`src/rtl/svm_data_fetch.sv`:
```
// svm_data_fetch: snapshots the dataset geometry on start and streams tagged
// point words from memory through a credit-limited, in-order return FIFO.
module svm_data_fetch #(
    parameter int ADDR_W     = 32,
    parameter int DATA_W     = 32,
    parameter int FIFO_DEPTH = 4,
    parameter int EPOCH_W    = 8
) (
    input  logic               clk,
    input  logic               rst_n,
    input  logic               start,
    input  logic               cfg_done,
    input  logic [31:0]        train_data_base,
    input  logic [31:0]        num_dim,
    input  logic [31:0]        num_data_points,
    input  logic [31:0]        num_test_points,
    input  logic [EPOCH_W-1:0] num_epochs,
    output logic               mem_rd_req,
    output logic [ADDR_W-1:0]  mem_rd_addr,
    input  logic               mem_rd_gnt,
    input  logic               mem_rd_vld,
    input  logic [DATA_W-1:0]  mem_rd_data,
    output logic               pt_vld,
    input  logic               pt_rdy,
    output logic [DATA_W-1:0]  pt_data,
    output logic               pt_is_label,
    output logic               pt_is_test,
    output logic [EPOCH_W-1:0] pt_epoch,
    output logic               busy,
    output logic               batch_comp_done
);
    localparam int PW = $clog2(FIFO_DEPTH);
    localparam int CW = PW + 1;
    localparam int TW = EPOCH_W + 2;
    localparam logic [CW:0] DEPTH_C = FIFO_DEPTH;
    localparam logic [1:0] S_IDLE = 2'd0, S_TRAIN = 2'd1, S_TEST = 2'd2, S_DRAIN = 2'd3;

    logic [1:0]           state_q, state_d;
    logic [ADDR_W-1:0]    base_q, base_d, addr_q, addr_d;
    logic [31:0]          dim_q, dim_d, ntrain_q, ntrain_d, ntest_q, ntest_d;
    logic [31:0]          dim_cnt_q, dim_cnt_d, pt_cnt_q, pt_cnt_d;
    logic [EPOCH_W-1:0]   elast_q, elast_d, epoch_cnt_q, epoch_cnt_d;
    logic                 done_q, done_d;
    logic [CW-1:0]        tag_cnt_q, tag_cnt_d, ret_cnt_q, ret_cnt_d;
    logic [PW-1:0]        tag_wp_q, tag_rp_q, ret_wp_q, ret_rp_q;
    logic [TW-1:0]        tag_mem [FIFO_DEPTH];
    logic [DATA_W+TW-1:0] ret_mem [FIFO_DEPTH];
    logic [31:0]          tprime, pt_lim;
    logic [CW:0]          inflight;
    logic [TW-1:0]        tag_in;
    logic                 accept, issuing, grant, rvld, pop, last_dim, pt_last, ep_last;

    assign tprime      = (num_test_points > num_data_points) ? num_data_points : num_test_points;
    assign accept      = start && cfg_done && state_q == S_IDLE;
    assign issuing     = state_q == S_TRAIN || state_q == S_TEST;
    // Tags in flight plus buffered words bound the return FIFO occupancy.
    assign inflight    = {1'b0, tag_cnt_q} + {1'b0, ret_cnt_q};
    assign mem_rd_req  = issuing && inflight < DEPTH_C;
    assign grant       = mem_rd_req && mem_rd_gnt;
    assign rvld        = mem_rd_vld && tag_cnt_q != '0;
    assign pt_vld      = ret_cnt_q != '0;
    assign pop         = pt_vld && pt_rdy;
    assign last_dim    = dim_cnt_q == dim_q;
    assign pt_lim      = (state_q == S_TEST) ? ntest_q : ntrain_q;
    assign pt_last     = pt_cnt_q == pt_lim - 32'd1;
    assign ep_last     = epoch_cnt_q == elast_q;
    assign tag_in      = {last_dim, state_q == S_TEST, (state_q == S_TEST) ? elast_q : epoch_cnt_q};
    assign {pt_data, pt_is_label, pt_is_test, pt_epoch} = pt_vld ? ret_mem[ret_rp_q] : '0;
    assign mem_rd_addr = addr_q;
    assign busy        = state_q != S_IDLE;
    assign batch_comp_done = done_q;

    always_comb begin
        state_d     = state_q;
        base_d      = base_q;
        addr_d      = addr_q;
        dim_d       = dim_q;
        ntrain_d    = ntrain_q;
        ntest_d     = ntest_q;
        elast_d     = elast_q;
        dim_cnt_d   = dim_cnt_q;
        pt_cnt_d    = pt_cnt_q;
        epoch_cnt_d = epoch_cnt_q;
        done_d      = done_q;
        tag_cnt_d   = tag_cnt_q + CW'(grant) - CW'(rvld);
        ret_cnt_d   = ret_cnt_q + CW'(rvld) - CW'(pop);
        if (accept) begin
            base_d      = ADDR_W'(train_data_base);
            addr_d      = ADDR_W'(train_data_base);
            dim_d       = num_dim;
            ntrain_d    = num_data_points - tprime;
            ntest_d     = tprime;
            elast_d     = (num_epochs == '0) ? '0 : num_epochs - EPOCH_W'(1);
            dim_cnt_d   = '0;
            pt_cnt_d    = '0;
            epoch_cnt_d = '0;
            done_d      = 1'b0;
            state_d     = (num_data_points == 32'd0) ? S_DRAIN :
                          (tprime == num_data_points) ? S_TEST : S_TRAIN;
        end
        if (grant) begin
            dim_cnt_d = last_dim ? '0 : dim_cnt_q + 32'd1;
            addr_d    = addr_q + ADDR_W'(1);
            if (last_dim) begin
                pt_cnt_d = pt_last ? '0 : pt_cnt_q + 32'd1;
                if (pt_last && state_q == S_TEST)
                    state_d = S_DRAIN;
                // The final training pass runs straight on into the test points.
                if (pt_last && state_q == S_TRAIN) begin
                    if (ep_last) begin
                        state_d = (ntest_q == '0) ? S_DRAIN : S_TEST;
                    end else begin
                        epoch_cnt_d = epoch_cnt_q + EPOCH_W'(1);
                        addr_d      = base_q;
                    end
                end
            end
        end
        if (state_q == S_DRAIN && tag_cnt_d == '0 && ret_cnt_d == '0) begin
            state_d = S_IDLE;
            done_d  = 1'b1;
        end
    end

    always_ff @(posedge clk or negedge rst_n) begin
        if (!rst_n) begin
            state_q     <= S_IDLE;
            base_q      <= '0;
            addr_q      <= '0;
            dim_q       <= '0;
            ntrain_q    <= '0;
            ntest_q     <= '0;
            elast_q     <= '0;
            dim_cnt_q   <= '0;
            pt_cnt_q    <= '0;
            epoch_cnt_q <= '0;
            done_q      <= 1'b0;
            tag_cnt_q   <= '0;
            ret_cnt_q   <= '0;
            tag_wp_q    <= '0;
            tag_rp_q    <= '0;
            ret_wp_q    <= '0;
            ret_rp_q    <= '0;
        end else begin
            state_q     <= state_d;
            base_q      <= base_d;
            addr_q      <= addr_d;
            dim_q       <= dim_d;
            ntrain_q    <= ntrain_d;
            ntest_q     <= ntest_d;
            elast_q     <= elast_d;
            dim_cnt_q   <= dim_cnt_d;
            pt_cnt_q    <= pt_cnt_d;
            epoch_cnt_q <= epoch_cnt_d;
            done_q      <= done_d;
            tag_cnt_q   <= tag_cnt_d;
            ret_cnt_q   <= ret_cnt_d;
            if (grant) tag_wp_q <= tag_wp_q + PW'(1);
            if (rvld) tag_rp_q <= tag_rp_q + PW'(1);
            if (rvld) ret_wp_q <= ret_wp_q + PW'(1);
            if (pop) ret_rp_q <= ret_rp_q + PW'(1);
        end
    end

    always_ff @(posedge clk) begin
        if (grant) tag_mem[tag_wp_q] <= tag_in;
        if (rvld) ret_mem[ret_wp_q] <= {mem_rd_data, tag_mem[tag_rp_q]};
    end
endmodule
```
`config.mk`:
```
export PLATFORM = sky130hd
export DESIGN_NAME = svm_data_fetch
export DESIGN_NICKNAME = d
export VERILOG_FILES = /design/src/rtl/svm_data_fetch.sv
export SDC_FILE = /design/constraint.sdc
export NUM_CORES = 1
export LEC_CHECK = 0
export ABC_AREA = 1
export BUFFER_PORTS_ARGS = -buffer_cell sky130_fd_sc_hd__buf_2
export CORE_MARGIN = 2
export CORE_UTILIZATION = 45
export CTS_CLUSTER_DIAMETER = 150
export DETAILED_ROUTE_END_ITERATION = 10
export PLACE_DENSITY = 0.62
export SYNTH_ARGS = -nofsm -noshare
export SYNTH_HDL_FRONTEND = slang
export SYNTH_SLANG_ARGS = --single-unit
```
`constraint.sdc`:
```
create_clock -name clk -period 6.51 [get_ports clk]
set_clock_uncertainty 0.1 [all_clocks]
set_input_delay 0.3255 -clock clk [delete_from_list [all_inputs] [get_ports clk]]
set_output_delay 0.3255 -clock clk [all_outputs]
set_load 0.05 [all_outputs]
```
==> metrics.md <==
| Metric | Value |
|---|---|
| CTS resizes | 0 |
| FF-to-FF path depth | 22 |
| Die H | between 200 and 250 um |
| Setup Fix Bufs, Post-CTS | 0 |
| Worst-Skew Late Latency | 630 ps |
| CTS root buf | clkbuf_16 |
| CP endpoint kind | flip-flop |
| Post-Syn Nets | between 3000 and 4000 |
| Largest net degree at the start of global routing | 138 |
| Clock net sink count | around 470 |
| Total Wirelength | 74200 um |
| M2 GR Usage | 0.389 |
| Initial antenna violation count | 0 |
| Via total after detailed routing | about 23000 |
| Global routing's busiest layer | met2 |
| Global-route wire length before repair | 120000 um |
| Maximum clock path buffer count | 3 |
| Number of remaining DRC errors | 0 |
| Least-Margin Pin Slew | 1070 ps |
| Leak | 14.8 nW |
| Hold WC Path Type | input port to flip-flop |
| Crit path time final | 5370 ps |
| Grt met1 use | 0.328 |
| Average size of a mapped cell | ~7.9 sq um |
| DP HPWL | a little over 50000 um |
| Ant diodes | 0 |
| Status | finished clean |
| First-pass iteration count of the detailed router | 5 |
| GRT Util Overall | 0.238 |
| Crit. path cell count | 28 |
| CP peak stage delay | 520 ps |
| PortBufs | 252 |
| Crit path arrival time | 5690 ps |
| WP buf/inv | 8 |
| ANT nets after route | 0 |
| Post-synthesis instance total | 3424 |
| Rel. slew slack | 0.285 |
| Yosys top cell area share | 0.237 |
| CP max-delay cell | dlygate4sd3_1 |
| Core ar. | approximately 0.06 sq mm |
| Post-synth top cells | 964 x nand2_1, 372 x inv_1, 350 x nor2_1 |
| CTS tree | yes |
| Hold Path Stages | 5 |
| Worst-path clk slew | 60 ps |
| Critical path class | input port to flip-flop |
| Cts hold-fix bufs | between 100 and 150 |
| Total power | 10.9 mW |
| Filler cells | 5598 |
| Final worst path period share | 0.824 |
| Post-synthesis sequential area ratio | 0.468 |
| P&R area growth vs syn | 17.6% |
| Post-synth EDFFs | about 210 |
| CP max FO | 28 |
| Number of max-cap violations | 0 |
| Power Density | approximately 340 mW/mm^2 |
| Die area | 0.0622 sq mm |
| Final hold vios | 0 |
| Peak VDD IR | 0.307 mV |
| # IOs | 253 |
| Routed vias/inst | 5.12 |
| Fin nets | 4007 |
| Synth top area cells | dfrtp_1 24%, edfxtp_1 23%, nand2_1 13% |
| M3 GR Usage | 0.0283 |
| RSZ-0062 raised after global routing | false |
| CP dominant cell by count | nand2_1 |
| Top-count cell post-synth | nand2_1 |
| CTS buffer count | 53 |
| Req. time, crit path | just under 7000 ps |
| GR Overflow Total | 0 |
| Die Wd | 249 um |
| Asr flop ratio synth | 0.553 |
| Share of cells above drive strength 1 | 0.115 |
| Most used DFF post-synth | dfrtp_1 |
| #FFs+latches synth | 465 |
| Vias in the first global route | 22651 |
| Setup TNS | 0 ps |
| Synth area leader | dfrtp_1 |
| Fmax | ~190 MHz |
| Final setup viols | 0 |
| Mapped cell area | ~0.027 sq mm |
| Starting Density | 0.457 |
| GP Congestion | 0.925 |
| CP startpoint kind | input port |
| Routed wire per std cell | 16.3 um |
| Row count | between 80 and 90 |
| DRT iter0 DRCs | 1505 |
| Library cells used by synthesis | 51 |
| Slew Limit Fails | 0 |
| Warning count from the yosys run | 0 |
| Cell family with most CP delay | buffers and inverters |
| H-tree depth | 2 |
-- tightest hold or removal path, cell delays in order --
cell and delay (ps):
buf_2 120, inv_1 80, xor2_1 70, inv_1 40, o21ai_0 80
-- power breakdown --
part	internal, mW	total (mW)	leakage, nW	switching (mW)
Sequential	3.56	3.84	5.05	0.284
Clock	1.71	2.96	0.833	1.25
Combinational	1.14	4.14	8.96	3.00
Total	6.41	10.9	14.8	4.53
-- sequential cells by signal, summed over array words and instances (netlist names) --
| signal | flops |
|---|---|
| ret_mem | 168 |
| ret_rp_q | 2 |
| tag_cnt_q | 3 |
| batch_comp_done | 1 |
| ret_cnt_q | 3 |
| dim_q | 32 |
| tag_mem | 40 |
| state_q | 2 |
| tag_wp_q | 2 |
| ntest_q | 32 |
| base_q | 32 |
| ntrain_q | 32 |
| ret_wp_q | 2 |
| elast_q | 8 |
| pt_cnt_q | 32 |
| epoch_cnt_q | 8 |
| tag_rp_q | 2 |
| dim_cnt_q | 32 |
| mem_rd_addr | 32 |
-- stage by stage --
step	std cells	hold slack (ps)	util	area [sq um]	setup WS, ps
finish	4557	34.2	0.538	31900	1140
global placement	4353	206	0.490	29000	891
detailed placement	4353	203	0.490	29000	834
CTS	4557	0.0436	0.538	31900	1090
floorplan	3424	-70.1	-	27100	2270
global route	4557	72.5	0.538	31900	473
-- final timing paths --
check,slack (ps),start,endpoint
setup / recovery,1140,num_test_points[27],ntrain_q[28]$_DFFE_PN0P_
max in group asynchronous,4880,rst_n,ret_rp_q[0]$_DFFE_PN0P_
hold reg to reg,380,base_q[14]$_DFFE_PN0P_,base_q[14]$_DFFE_PN0P_
setup reg to reg,1590,state_q[0]$_DFF_PN0_,mem_rd_addr[22]$_DFFE_PN0P_
hold / removal,30,num_epochs[6],elast_q[6]$_DFFE_PN0P_
min in group asynchronous,170,rst_n,pt_cnt_q[3]$_DFF_PN0_
-- per-layer routing --
metal	vias to the layer above	wire length, um
li1	11858	-
met1	10807	34400
met2	561	34000
met3	124	3400
met4	0	2350
met5	-	0
-- layout by cell type (no fill, tap or decap), types with 3 or more instances in the layout --
| cell | Yosys | layout |
|---|---|---|
| o21ai_1 | 31 | 31 |
| a31oi_1 | 6 | 6 |
| clkinvlp_4 | 0 | 4 |
| ha_1 | 87 | 86 |
| fa_1 | 3 | 3 |
| xnor2_1 | 39 | 39 |
| o21ai_0 | 304 | 304 |
| nand2_1 | 964 | 964 |
| dfrtp_1 | 257 | 256 |
| xor2_1 | 128 | 128 |
| a21oi_1 | 99 | 99 |
| nand2_2 | 10 | 10 |
| clkbuf_8 | 0 | 7 |
| clkbuf_1 | 90 | 10 |
| a21o_1 | 3 | 3 |
| o32ai_1 | 6 | 6 |
| nor3_1 | 52 | 51 |
| o21a_1 | 6 | 6 |
| nand4_1 | 53 | 53 |
| nand3_1 | 129 | 128 |
| nor4_1 | 31 | 31 |
| or2_2 | 22 | 22 |
| clkinv_2 | 0 | 4 |
| nor2_2 | 15 | 15 |
| buf_2 | 11 | 251 |
| inv_2 | 8 | 8 |
| o21bai_1 | 6 | 6 |
| nor2_4 | 7 | 11 |
| buf_4 | 4 | 27 |
| edfxtp_1 | 208 | 208 |
| clkinv_1 | 4 | 15 |
| o22ai_1 | 76 | 76 |
| inv_1 | 372 | 371 |
| clkbuf_16 | 0 | 53 |
| nor2_1 | 350 | 346 |
| dlygate4sd3_1 | 0 | 107 |
| bufinv_16 | 0 | 3 |
-- area by class of cell --
cell class                 instances  area (sq um)  area share
tap                              773           967      0.0304
clock inverter                    27           272     0.00852
sequential                       465         12700       0.398
multi-input combinational       2450         12500       0.391
inverter                         385          1450      0.0456
timing repair buffer             387          2560      0.0805
clock buffer                      70          1460      0.0458
-- cells by family (layout without fill, tap and decap cells) --
logic type                 Yosys count  after routing  synth area share
buffers and inverters              509            869            0.0743
xor gates and xnor gates           167            167            0.0540
and+or+nand+nor                   1642           1642             0.252
adders and majority gates           90             90            0.0424
DFF                                465            465             0.468
AOI/OAI and AO/OA                  551            551             0.110
No activity file was read; power rests on OpenSTA's default activity.
